==> src/rtl/timer_control.sv <==
// Stopwatch control: debounced start/stop and clear buttons, 1 Hz enable pulse.
// Optional macro CLEAR_IN_RUN_EN lets a clear press also stop a running timer.
module timer_control #(
  parameter int TICK_DIV  = 50000000,
  parameter int DB_CYCLES = 500000
) (
  input  logic clk,
  input  logic rst,
  input  logic btn_start,
  input  logic btn_clear,
  output logic start_stop,
  output logic clr_n,
  output logic running
);

  localparam int PW = $clog2(TICK_DIV);
  localparam int DW = $clog2(DB_CYCLES);
  localparam logic [PW-1:0] PRE_LAST = PW'(TICK_DIV - 1);
  localparam logic [DW-1:0] DB_LAST  = DW'(DB_CYCLES - 1);

  typedef enum logic {
    S_IDLE = 1'b0,
    S_RUN  = 1'b1
  } state_t;

  state_t        r_state;
  logic [PW-1:0] r_pre;
  logic          r_start_stop;
  logic          r_clr_n;
  logic [1:0]    w_raw;
  logic [1:0]    w_press;
  logic          w_start;
  logic          w_clear;
  logic          w_clr_ok;
  logic          w_toggle;

  assign w_raw = {btn_clear, btn_start};

  // Index 0 is start, index 1 is clear.
  for (genvar g = 0; g < 2; g++) begin : g_db
    logic [1:0]    r_sync;
    logic          r_lvl;
    logic          r_press;
    logic [DW-1:0] r_cnt;

    always_ff @(posedge clk or negedge rst) begin
      if (!rst) begin
        r_sync  <= '0;
        r_lvl   <= 1'b0;
        r_press <= 1'b0;
        r_cnt   <= '0;
      end else begin
        r_sync  <= {r_sync[0], w_raw[g]};
        r_press <= 1'b0;
        if (r_sync[1] == r_lvl) begin
          r_cnt <= '0;
        end else if (r_cnt == DB_LAST) begin
          r_cnt   <= '0;
          r_lvl   <= r_sync[1];
          r_press <= r_sync[1];
        end else begin
          r_cnt <= r_cnt + DW'(1);
        end
      end
    end

    assign w_press[g] = r_press;
  end

  assign w_start  = w_press[0];
  assign w_clear  = w_press[1];
  // A coincident clear press always swallows the start press.
  assign w_toggle = w_start & ~w_clear;

`ifdef CLEAR_IN_RUN_EN
  assign w_clr_ok = w_clear;
`else
  assign w_clr_ok = w_clear & (r_state == S_IDLE);
`endif

  always_ff @(posedge clk or negedge rst) begin
    if (!rst) begin
      r_state      <= S_IDLE;
      r_pre        <= '0;
      r_start_stop <= 1'b0;
      r_clr_n      <= 1'b0;
    end else begin
      r_clr_n      <= ~w_clr_ok;
      r_start_stop <= 1'b0;
      if (w_clr_ok) begin
        r_state <= S_IDLE;
        r_pre   <= '0;
      end else begin
        unique case (r_state)
          S_IDLE: begin
            if (w_toggle) r_state <= S_RUN;
          end
          S_RUN: begin
            if (w_toggle) begin
              r_state <= S_IDLE;
            end else if (r_pre == PRE_LAST) begin
              r_pre        <= '0;
              r_start_stop <= 1'b1;
            end else begin
              r_pre <= r_pre + PW'(1);
            end
          end
          default: r_state <= S_IDLE;
        endcase
      end
    end
  end

  assign start_stop = r_start_stop;
  assign clr_n      = r_clr_n;
  assign running    = (r_state == S_RUN);

endmodule
==> config.mk <==
export PLATFORM = sky130hd
export DESIGN_NAME = timer_control
export DESIGN_NICKNAME = d
export VERILOG_FILES = /design/src/rtl/timer_control.sv
export SDC_FILE = /design/constraint.sdc
export NUM_CORES = 1
export LEC_CHECK = 0
export CORE_MARGIN = 5
export CORE_UTILIZATION = 25
export DETAILED_ROUTE_END_ITERATION = 7
export PLACE_DENSITY = 0.45
export SYNTH_ARGS = -nofsm -noshare
export SYNTH_HDL_FRONTEND = slang
export SYNTH_SLANG_ARGS = --single-unit
==> constraint.sdc <==
create_clock -name clk -period 2.1 [get_ports clk]
set_clock_uncertainty 0.1 [all_clocks]
set_input_delay 0.42 -clock clk [delete_from_list [all_inputs] [get_ports clk]]
set_output_delay 0.42 -clock clk [all_outputs]
set_load 0.005 [all_outputs]
==> impl_metrics.yaml <==
status:
  outcome: "finished clean"
route:
  ant_nets: 0
  drtIter0Drc: 125
  wire_per_inst_um: 13.2
  via_per_inst: 4.71
  drc: 0
  num_vias: 2938
  drt_first_pass_iters: 4
  routed_wl_mm: 8.26
global_route:
  track_usage: 0.0980
  grt.overflow.total: 0
  grt_pass1_wl_mm: 14.0
  antenna_found_initial: 0
  grt_pass1_vias: 2882
  grt_max_degree: 40
setup_path:
  r2r-start: "g_db[0].r_cnt[14]"
  ff2ff_setup_slack_ps: 90
  crit_buf_inv: 0
  critPathMaxFanout: 5
  setup.worst_path.start: "g_db[0].r_cnt[14]"
  start_kind: "register"
  cpMaxStageDelayCell: "or4b_1"
  cp_data_arrival_time_ps: 2130
  crit_family: "simple AND/OR/NAND/NOR gates"
  reg2reg_to: "g_db[0].r_lvl"
  cp-endpoint: "g_db[0].r_lvl"
  path_cells: "or4b_1, nor4_2, nand3_2, mux2_1"
  rr_worst_depth: 4
  criticalPathCategory: "reg2reg"
  crit_cells: 4
  required_ps: 2220
  endpoint_kind: "register"
  slowest_delay_ps: 540
synth:
  ys_ff_latch: 75
  synthAdderAreaFrac: 0.0133
  synth_fp_nets: 393
  yosys.area_share.simple: 0.270
  syn_inst: 385
  ys_types: 49
  syn_area_per_cell_sq_um: 9.80
  synthXorXnorAreaFrac: 0.0858
  synth-seq-area-share: 0.497
  synth_top_family_by_area: "simple AND/OR/NAND/NOR gates"
  synth_top_area_cell: "dfrtp_1"
  synthArstFlopShare: 1.00
  synth_area_leaders: "dfrtp_1, nor2_1, xnor2_1"
  ys_warn_count: 0
  syn_area_sq_mm: 0.00377
  synth.top_cell.area_share: 0.497
  dominantRegCellSynth: "dfrtp_1"
  synth_enable_flop_cells: 0
  synthMuxAreaShare: 0.0143
  synth_compound_area_frac: 0.0935
layout:
  diodes: 0
  synthToLayoutAreaGrowth_pct: 23.4
  fin_nets: 441
  fillerInstances: 1547
  final_area_sq_mm: 0.00466
  mostFrequentLayoutCells: "dfrtp_1, nor2_1, buf_4"
  layout_commonest_cell: "dfrtp_1"
  drive_gt1_frac: 0.172
placed_design:
  dp_hpwl_mm: 5.54
  numPortBuffers: 6
  place_area_sq_mm: 0.00432
  dp_slack_ps: -96.8
  gp_congestion: 0.776
timing:
  period_minus_slack_ps: 2010
  rsz0062_at_grt: "false"
  worst_slew_pin_slew_ps: 443
  finalHoldViolations: 0
  final.setup.worst_slack_ps: 90.8
  timing.final.crit_share: 0.957
  finalMaxSlewViolations: 0
  relSlewSlack: 0.704
  setup_violations: 0
  timing.hold.ws_ps: 247
  max_freq_mhz: 498
hold_path:
  hold_depth: 0
  hp-class: "reg2reg"
floorplan:
  ios: 7
  core_area_sq_mm: 0.0150
  die_area_sq_mm: 0.0177
  fp.dieW_um: 133
  die_h_um: 133
  row_count: 45
  start_util: 0.251
clock_tree:
  tritoncts: "yes"
  cts_sinks: 75
  cts.path.max_buffers: 2
  cts_root_buf: "clkbuf_16"
  cts_buffers: 9
  cts-htree-levels: 3
  clkLatencyLatePin_ps: 340
  clkTransAtPathRegs_ps: 60
power_and_ir_drop:
  p_leak_nw: 2.02
  p_per_area_mw_per_mm2: 632
  ir_drop_mv: 0.415
flow_run:
  cap_violations: 0
## worst min path at each step
stage                       from           endpoint
3_3_place_gp   g_db[0].r_sync[0]  g_db[0].r_sync[1]
2_1_floorplan                rst              clr_n
3_5_place_dp   g_db[1].r_sync[0]  g_db[1].r_sync[1]
6_report       g_db[1].r_sync[0]  g_db[1].r_sync[1]
5_1_grt        g_db[1].r_sync[0]  g_db[1].r_sync[1]
4_1_cts        g_db[1].r_sync[0]  g_db[1].r_sync[1]
## synth_stat cells, drive strengths merged (2+ instances only)
cell type,number
a21o,2
a21oi,21
a22o,3
a31oi,18
and2,3
and3,14
and4,6
buf,11
dfrtp,75
ha,4
inv,7
mux2,3
mux2i,2
nand2,29
nand2b,8
nand3,23
nand4,17
nor2,58
nor3,10
nor4,6
nor4b,2
o21ai,8
or2,2
or3,2
or4,3
xnor2,21
xor2,16
## what timing repair did
| item | in CTS | in global routing |
|---|---|---|
| pin swaps | 1 | 3 |
| resized for setup | 2 | 8 |
| hold buffers | 1 | 0 |
| endpoints found under the hold margin | 21 | 0 |
| setup buffers | 0 | 0 |
| setup endpoints to repair | 14 | 32 |
| cloned | 1 | 1 |
## cell type report
type / instances / area (sq um) / area share
repair buffers: 47 / 384 / 0.0825
clock buffers: 12 / 246 / 0.0529
well taps: 188 / 235 / 0.0505
multi-input cells: 293 / 1870 / 0.402
inverters: 7 / 26.3 / 0.00564
clock inverters: 2 / 13.8 / 0.00296
flip-flops and latches: 75 / 1880 / 0.403
## flip-flops by register name (all words and copies together) (netlist names)
signal / count
clr_n: 1
g_db.r_cnt: 38
g_db.r_lvl: 2
g_db.r_press: 2
g_db.r_sync: 4
r_pre: 26
running: 1
start_stop: 1
## routing by layer
metal | global-route usage | up-vias | wire length (um)
met5 | 0 | - | 0
li1 | - | 1470 | -
met4 | 0.0335 | 0 | 118
met2 | 0.158 | 26 | 4020
met1 | 0.123 | 1435 | 3870
met3 | 0.0319 | 7 | 248
## power by group
part,switching (mW),total (mW),internal (mW)
sequential,0.0126,1.47,1.46
clock,0.576,1.39,0.819
combinational,0.0521,0.0760,0.0239
total,0.640,2.94,2.30
## metrics by stage
stage	total power [mW]	cells	util	setup TNS [ps]
after CTS	3.02	623	0.307	0
after global placement	1.57	607	0.287	-106
after global routing	3.09	624	0.310	0
final	2.94	624	0.310	0
after floorplan	1.52	385	-	0
after detailed placement	1.57	607	0.287	-488
## cell families after synthesis
logic type	Yosys count
adder cells (fa/ha/maj)	4
XOR/XNOR	37
multiplexers	5
flip-flops	75
AO/OA/AOI/OAI	57
buffers and inverters	19
AND/OR/NAND/NOR	188
Note: power is estimated with default switching activity, not from simulation.
